## src/rtl/cim_host_sequencer.sv

```systemverilog
// Host-side command sequencer for the CIM core: streams memory loads,
// runs the PIP pipeline for a cycle count, and reads activation memory back.
module cim_host_sequencer #(
    parameter int ADDR_W = 12,
    parameter int DATA_W = 32,
    parameter int LEN_W  = 16
) (
    input  logic              clk,
    input  logic              rst,
    input  logic              cmd_valid,
    output logic              cmd_ready,
    input  logic [2:0]        cmd_op,
    input  logic [ADDR_W-1:0] cmd_addr,
    input  logic [LEN_W-1:0]  cmd_len,
    input  logic              wr_valid,
    output logic              wr_ready,
    input  logic [DATA_W-1:0] wr_data,
    output logic              rd_valid,
    output logic [DATA_W-1:0] rd_data,
    output logic [2:0]        core_state,
    output logic [ADDR_W-1:0] core_A,
    output logic [DATA_W-1:0] core_D,
    input  logic              core_out_valid,
    input  logic [DATA_W-1:0] core_Q,
    output logic              busy,
    output logic              done,
    output logic              err
);

    localparam logic [2:0] OP_NOP = 3'd0;
    localparam logic [2:0] OP_GAM = 3'd1;
    localparam logic [2:0] OP_GWM = 3'd2;
    localparam logic [2:0] OP_GIM = 3'd3;
    localparam logic [2:0] OP_PIP = 3'd6;
    localparam logic [2:0] OP_RGA = 3'd7;

    typedef enum logic [2:0] {
        S_IDLE,
        S_LOAD,
        S_RUN,
        S_READ,
        S_DRAIN,
        S_DONE
    } state_t;

    state_t            r_state;
    state_t            w_state_nxt;
    logic [2:0]        r_op;
    logic [ADDR_W-1:0] r_addr_cnt;
    logic [LEN_W-1:0]  r_rem;
    logic [LEN_W-1:0]  r_len;
    logic [LEN_W-1:0]  r_ret;
    logic              r_illegal;

    logic              w_cmd_take;
    logic              w_cmd_bad;
    logic              w_wr_take;
    logic              w_ret_path;
    logic              w_ret_take;
    logic              w_last;
    logic [2:0]        w_load_code;

    logic [2:0]        w_core_state;
    logic [ADDR_W-1:0] w_core_A;
    logic [DATA_W-1:0] w_core_D;
    logic              w_rd_valid;
    logic [DATA_W-1:0] w_rd_data;
    logic              w_done;
    logic              w_err;

    assign cmd_ready  = (r_state == S_IDLE);
    assign wr_ready   = (r_state == S_LOAD);
    assign busy       = (r_state != S_IDLE);
    assign w_cmd_take = cmd_ready && cmd_valid;
    assign w_cmd_bad  = (cmd_op > 3'd4);
    assign w_wr_take  = wr_ready && wr_valid;
    assign w_last     = (r_rem == LEN_W'(1));
    // Words beyond the requested count are dropped on the floor.
    assign w_ret_path = (r_state == S_READ) || (r_state == S_DRAIN);
    assign w_ret_take = w_ret_path && core_out_valid && (r_ret != r_len);
    assign w_load_code = (r_op == 3'd0) ? OP_GAM :
                         (r_op == 3'd1) ? OP_GWM : OP_GIM;

    // State register
    always_ff @(posedge clk) begin
        if (rst) r_state <= S_IDLE;
        else     r_state <= w_state_nxt;
    end

    // Next-state decode
    always_comb begin
        w_state_nxt = r_state;
        case (r_state)
            S_IDLE: begin
                if (w_cmd_take) begin
                    if (w_cmd_bad || cmd_len == '0) w_state_nxt = S_DONE;
                    else if (cmd_op == 3'd3)        w_state_nxt = S_RUN;
                    else if (cmd_op == 3'd4)        w_state_nxt = S_READ;
                    else                            w_state_nxt = S_LOAD;
                end
            end
            S_LOAD:  if (w_wr_take && w_last) w_state_nxt = S_DONE;
            S_RUN:   if (w_last) w_state_nxt = S_DONE;
            S_READ:  if (w_last) w_state_nxt = S_DRAIN;
            S_DRAIN: if (r_ret == r_len) w_state_nxt = S_DONE;
            S_DONE:  w_state_nxt = S_IDLE;
            default: w_state_nxt = S_IDLE;
        endcase
    end

    // Command latch plus address, remaining and returned-word counters
    always_ff @(posedge clk) begin
        if (rst) begin
            r_op       <= '0;
            r_addr_cnt <= '0;
            r_rem      <= '0;
            r_len      <= '0;
            r_ret      <= '0;
            r_illegal  <= 1'b0;
        end else begin
            if (w_cmd_take) begin
                r_op       <= cmd_op;
                r_addr_cnt <= cmd_addr;
                r_rem      <= cmd_len;
                r_len      <= cmd_len;
                r_ret      <= '0;
                r_illegal  <= w_cmd_bad;
            end
            if (w_wr_take || r_state == S_READ) begin
                r_addr_cnt <= r_addr_cnt + ADDR_W'(1);
            end
            if (w_wr_take || r_state == S_RUN || r_state == S_READ) begin
                r_rem <= r_rem - LEN_W'(1);
            end
            if (w_ret_take) begin
                r_ret <= r_ret + LEN_W'(1);
            end
        end
    end

    // Next values of the registered core, read-back and status outputs
    always_comb begin
        w_core_state = OP_NOP;
        w_core_A     = core_A;
        w_core_D     = core_D;
        w_rd_valid   = 1'b0;
        w_rd_data    = rd_data;
        w_done       = 1'b0;
        w_err        = 1'b0;
        case (r_state)
            S_LOAD: begin
                if (wr_valid) begin
                    w_core_state = w_load_code;
                    w_core_A     = r_addr_cnt;
                    w_core_D     = wr_data;
                end
            end
            S_RUN: begin
                w_core_state = OP_PIP;
                w_core_A     = '0;
                w_core_D     = '0;
            end
            S_READ: begin
                w_core_state = OP_RGA;
                w_core_A     = r_addr_cnt;
            end
            S_DONE: begin
                w_done = 1'b1;
                w_err  = r_illegal;
            end
            default: ;
        endcase
        if (w_ret_path) begin
            w_rd_valid = w_ret_take;
            w_rd_data  = core_Q;
        end
    end

    // Output registers
    always_ff @(posedge clk) begin
        if (rst) begin
            core_state <= OP_NOP;
            core_A     <= '0;
            core_D     <= '0;
            rd_valid   <= 1'b0;
            rd_data    <= '0;
            done       <= 1'b0;
            err        <= 1'b0;
        end else begin
            core_state <= w_core_state;
            core_A     <= w_core_A;
            core_D     <= w_core_D;
            rd_valid   <= w_rd_valid;
            rd_data    <= w_rd_data;
            done       <= w_done;
            err        <= w_err;
        end
    end

endmodule

```

## config.mk

```make
export PLATFORM = sky130hd
export DESIGN_NAME = cim_host_sequencer
export DESIGN_NICKNAME = d
export VERILOG_FILES = /design/src/rtl/cim_host_sequencer.sv
export SDC_FILE = /design/constraint.sdc
export NUM_CORES = 1
export LEC_CHECK = 0
export CELL_PAD_IN_SITES_DETAIL_PLACEMENT = 1
export CELL_PAD_IN_SITES_GLOBAL_PLACEMENT = 1
export CORE_ASPECT_RATIO = 1.1
export CORE_MARGIN = 2
export CORE_UTILIZATION = 34
export CTS_CLUSTER_DIAMETER = 120
export DETAILED_ROUTE_END_ITERATION = 8
export PLACE_DENSITY_LB_ADDON = 0.1
export REMOVE_ABC_BUFFERS = 1
export SLEW_MARGIN = 20
export SYNTH_ARGS = -nofsm -noshare
export SYNTH_HDL_FRONTEND = slang
export SYNTH_SLANG_ARGS = --single-unit
export TNS_END_PERCENT = 1
```

## constraint.sdc

```tcl
create_clock -name clk -period 2.5 [get_ports clk]
set_clock_uncertainty 0.2 [all_clocks]
set_input_delay 0.75 -clock clk [delete_from_list [all_inputs] [get_ports clk]]
set_output_delay 0.75 -clock clk [all_outputs]
set_load 0.005 [all_outputs]
```

[Yosys cells after proc, flatten, opt, wreduce, memory -nomap -nowiden]
Cells that the tools add are included.
Storage, ports and cells
  register bits: 149
  output and inout port bits: 85
  word-level logic and storage cells: 85
Cells by class
  $add $sub $neg: 3
  $lt $le $gt $ge: 1
  equality and inequality tests: 17
  muxes and demuxes: 24
  bitwise operators: 2
  reductions and logical operators: 24
Operators with widths (number)
  two-way mux 16 bit: 4
  case mux 32 bit (2 select lines): 1
  two-way mux 12 bit: 3
  case mux 12 bit (3 select lines): 1
  two-way mux 32 bit: 1
  two-way mux 3 bit: 6
  adder 16 x 1 -> 16 bit (second input constant): 1
  == test 16 x 1 -> 1 bit (second input constant): 1
  == test 16 bit: 1
  logical NOT 16 bit: 1
  inequality test 16 bit: 1
  subtractor 16 x 1 -> 16 bit (second input constant): 1
  case mux 3 bit (5 select lines): 1
  adder 12 x 1 -> 12 bit (second input constant): 1
  == test 3 x 2 -> 1 bit (second input constant): 3
  == test 3 bit (second input constant): 3
  case mux 3 bit (3 select lines): 1
  two-way mux 2 bit: 4
  nonzero test 2 bit: 4
  == test 3 x 1 -> 1 bit (second input constant): 2
  logical NOT 3 bit: 2
  inequality test 2 x 1 -> 1 bit (second input constant): 3
  inequality test 2 bit (second input constant): 3
  nonzero test 3 bit: 2
  8 further kinds: 20

[Longest topological paths before layout]
  depth in word-level cells: 6
  mapped depth: 8
  depth with buffers taken out: 7

[Worst setup path before layout]
Ideal clock, no wire load.
  path kind: input port to flip-flop
  start: input cmd_valid
  end: register r_addr_cnt[3]
  library setup time: 0.128 ns
  data arrival time: 1.858 ns
  slack: 0.315 ns
  stages: 6
  path buffers: 1
  cell sequence: or4b_1 -> clkbuf_1 -> o21ai_2 -> o21ai_0 -> a222oi_1 -> nor2_1
Between the ends
  word-level cells in the longest chain between the ends: 2
Ends and longest elaborated chain
  start: declaration: line 10  | input logic cmd_valid,
  logical AND 1 bit: line 74  | assign w_cmd_take = cmd_ready && cmd_valid;
  nonzero test 2 bit (no source line)
  end signal: assignment: line 123  | r_addr_cnt <= cmd_addr;
  end signal: assignment: line 130  | r_addr_cnt <= r_addr_cnt + ADDR_W'(1);
  end: declaration: line 49  | logic [ADDR_W-1:0] r_addr_cnt;
No other way between the ends.
A chain may end at the register's enable or synchronous reset.

[Worst setup path in the final report]
  start: register r_state[0]
  end: output busy
Between the ends
  word-level cells in the longest chain between the ends: 1
Ends and longest elaborated chain
  start: declaration: line 46  | state_t r_state;
  start signal: assignment: line 87  | else r_state <= w_state_nxt;
  nonzero test 3 bit: line 73  | assign busy = (r_state != S_IDLE);
  end: declaration: line 25  | output logic busy,
No other way between the ends.

==> flow_summary.ini <==
[outcome]
status = finished clean

[route]
first_iter_violations = 233
drc = 0
ant_nets = 0
routedWlPerCell_um = 17.80
vias = 6665
via_per_inst = 5.269
drtPass1Iterations = 4
wl_mm = 22.52

[floorplan]
die_y_um = 148.0
core_mm2 = 0.01841
io_pins = 185
dieArea_mm2 = 0.01996
start_util_pct = 34.79
die_width_um = 134.9
fp-row-count = 52

[placed_design]
place_ws_ns = -0.2691
dp_hpwl_mm = 16.87
io_buffers = 184
gp_congestion = 0.8761
dpl_cell_area_mm2 = 0.008840

[layout]
fillers = 2145
fin_area_mm2 = 0.009518
multi_input_area_mm2 = 0.003168
syn_to_final_growth_pct = 48.57
nNetsFinal = 1113
diodes = 0
drive_gt1_share_pct = 11.15
fin_util_pct = 51.69
seqCellArea_mm2 = 0.002983

[grt]
use_met2_pct = 40.96
use_met3_pct = 3.669
antenna_found_initial = 0
use_met1_pct = 27.11
busiest_layer = met2
grtUsageTotal_pct = 22.59
grt_pass1_wl_mm = 36.07
grt_pass1_vias = 7063
grt_overflow = 0
grt_max_degree = 40

[sta]
setup_slack_ns = 0.07597
slew_headroom_pct = 63.52
max_freq_mhz = 412.5
setup_viol = 0
period_share_pct = 96.96
period_minus_slack_ns = 2.424
tightest_slew_ns = 0.5422
final_max_slew_viol_count = 0
rsz0062_at_grt = no
setup_tns_ns = 0
hold_viol = 0

[power_and_ir_drop]
powerDensity_mw_per_mm2 = 969.2
finalPower_uw = 9224
irDropWorstVdd_mv = 0.5402
p_leak_uw = 0.003450

[synth]
syn_inst = 800
synth-seq-area-share_pct = 46.56
synth_edf_count = 0
syn_area_per_cell_um2 = 8.008
yosys_warnings = 0
synth-seq-cells = 149
synthArstFlopShare_pct = 0
yosysUniqueCellTypes = 57
synth_ff_type = dfxtp_1
netlist_area_mm2 = 0.006406

[clock_tree]
cts_buffer_depth = 2
cts_sinks = 149
holdBufCountCts = 0
htreeDepth = 4
cts_tree = yes
clk-insertion-delay-late_ns = 0.42
clk_pin_slew_ns = 0.06
cts_buffers = 17
cts-root-buf = clkbuf_16

[setup_path]
cp-end-kind = primary output
worstPathMaxFanout = 7
worstPathArrival_ns = 1.47
crit_chain = buf_4 > nor3_2 > buf_4 > inv_1 > dlygate4sd2_1
worstSetupStartpointType = flip-flop
critical_path.max_stage_delay_ns = 0.32
critPathMostFrequentCell = buf_4
worst-setup-path-type = reg2out
worst_path_max_delay_cell = dfxtp_1
cp.required_ns = 1.55

[run]
max_cap_viol_count = 0

[min_path]
min_path_type = reg2reg
==> per-layer routing <==
metal / share of wire (%) / routed length [um]
met1: 43 / 9605
met2: 51 / 11460
met3: 4.9 / 1102
met4: 1.5 / 346
met5: 0 / 0
==> path summary, 6_finish.rpt <==
kind          startpoint  cells past startpoint  slack [ns]          end
max           r_state[0]                      5        0.08         busy
min          rd_data[18]                      2        0.25  rd_data[18]
max reg2reg     r_rem[0]                      8        0.17    r_rem[12]
min reg2reg  rd_data[18]                      2        0.25  rd_data[18]
==> layout make-up <==
type                       instances  area share [%]
multi-input combinational        589           33.29
sequential                       149           31.34
timing repair buffer             246           24.96
clock buffer                      21           4.943
tap                              243           3.194
clock inverter                    11           2.038
inverter                           6          0.2366
==> state kept, by name (all words and copies together), names as in the netlist, 3 cells and up <==
| register | count |
|---|---|
| core_state | 3 |
| r_rem | 16 |
| r_state | 3 |
| core_A | 12 |
| rd_data | 32 |
| core_D | 32 |
| r_op | 3 |
| r_addr_cnt | 12 |
| r_len | 16 |
| r_ret | 16 |
==> power by group <==
part           switching [uW]  leakage [uW]  internal [uW]
Sequential                327       0.00121           2790
Clock                    1040      0.000324           1860
Combinational            1740       0.00191           1470
Total                    3110       0.00345           6120
==> cell usage after synthesis (all sizes together) (6+ instances only) <==
cell | count | area (um2)
dfxtp | 149 | 2983
nand2 | 178 | 668.1
nand3 | 44 | 225.2
a21oi | 119 | 595.6
nand2b | 7 | 43.79
a222oi | 7 | 70.07
clkbuf | 36 | 135.1
or2 | 6 | 37.54
o21ai | 21 | 108.9
or3 | 12 | 77.57
and2 | 6 | 37.54
nor3 | 15 | 75.07
buf | 20 | 112.6
xor2 | 16 | 140.1
nand4 | 7 | 43.79
a31oi | 16 | 100.1
o311ai | 6 | 52.55
inv | 6 | 22.52
o211ai | 16 | 120.1
a22oi | 6 | 45.04
nor4 | 13 | 81.33
nor2 | 38 | 145.1
==> cells in the final DEF, fill, tap and decap left out, types with 4 or more instances in the layout <==
cell             instances
a21oi_1                119
a222oi_1                 7
a22oi_1                  5
a31oi_1                 16
and2_1                   6
and4_1                   5
buf_12                   6
buf_4                   57
bufinv_16                5
clkbuf_16               17
clkdlybuf4s50_1        180
dfxtp_1                149
ha_1                     4
inv_1                    6
nand2_1                178
nand2b_1                 7
nand3_1                 43
nand4_1                  7
nor2_1                  37
nor3_1                  13
nor4_1                  13
o211ai_1                16
o21ai_0                 20
o311ai_0                 6
o31ai_1                  5
or2_2                    6
or3_1                   10
xor2_1                  16
==> what timing repair did <==
action / in CTS / in global routing
endpoints found under the hold margin: 0 / 0
setup endpoints to repair: 3 / 0
buffers inserted: 1 / 0
resized for setup: 5 / 0
==> worst max-delay path, delay by kind of cell, from the launching register on <==
family | cells | cell delay (ns)
buffers and inverters | 4 | 0.59
and+or+nand+nor | 1 | 0.14
DFF | 1 | 0.32
==> through the flow <==
stage	cells	hold slack, ns
final	1265	0.2528
after global routing	1265	0.2740
after CTS	1265	0.2563
after detailed placement	1232	0.2472
after global placement	1232	0.2365
after floorplan	744	0.2301
==> cell families (layout without fill, tap and decap cells) <==
group                    after synthesis  after routing  share of synthesized area, %
AO/OA/AOI/OAI                        213            213                         19.90
XOR/XNOR                              16             16                         2.187
adder cells (fa/ha/maj)                5              5                        0.9375
buffers and inverters                 62            284                         4.219
flip-flops                           149            149                         46.56
multiplexers                           4              4                        0.6641
AND/OR/NAND/NOR                      351            351                         25.53
Note: power is estimated with default switching activity, not from simulation.
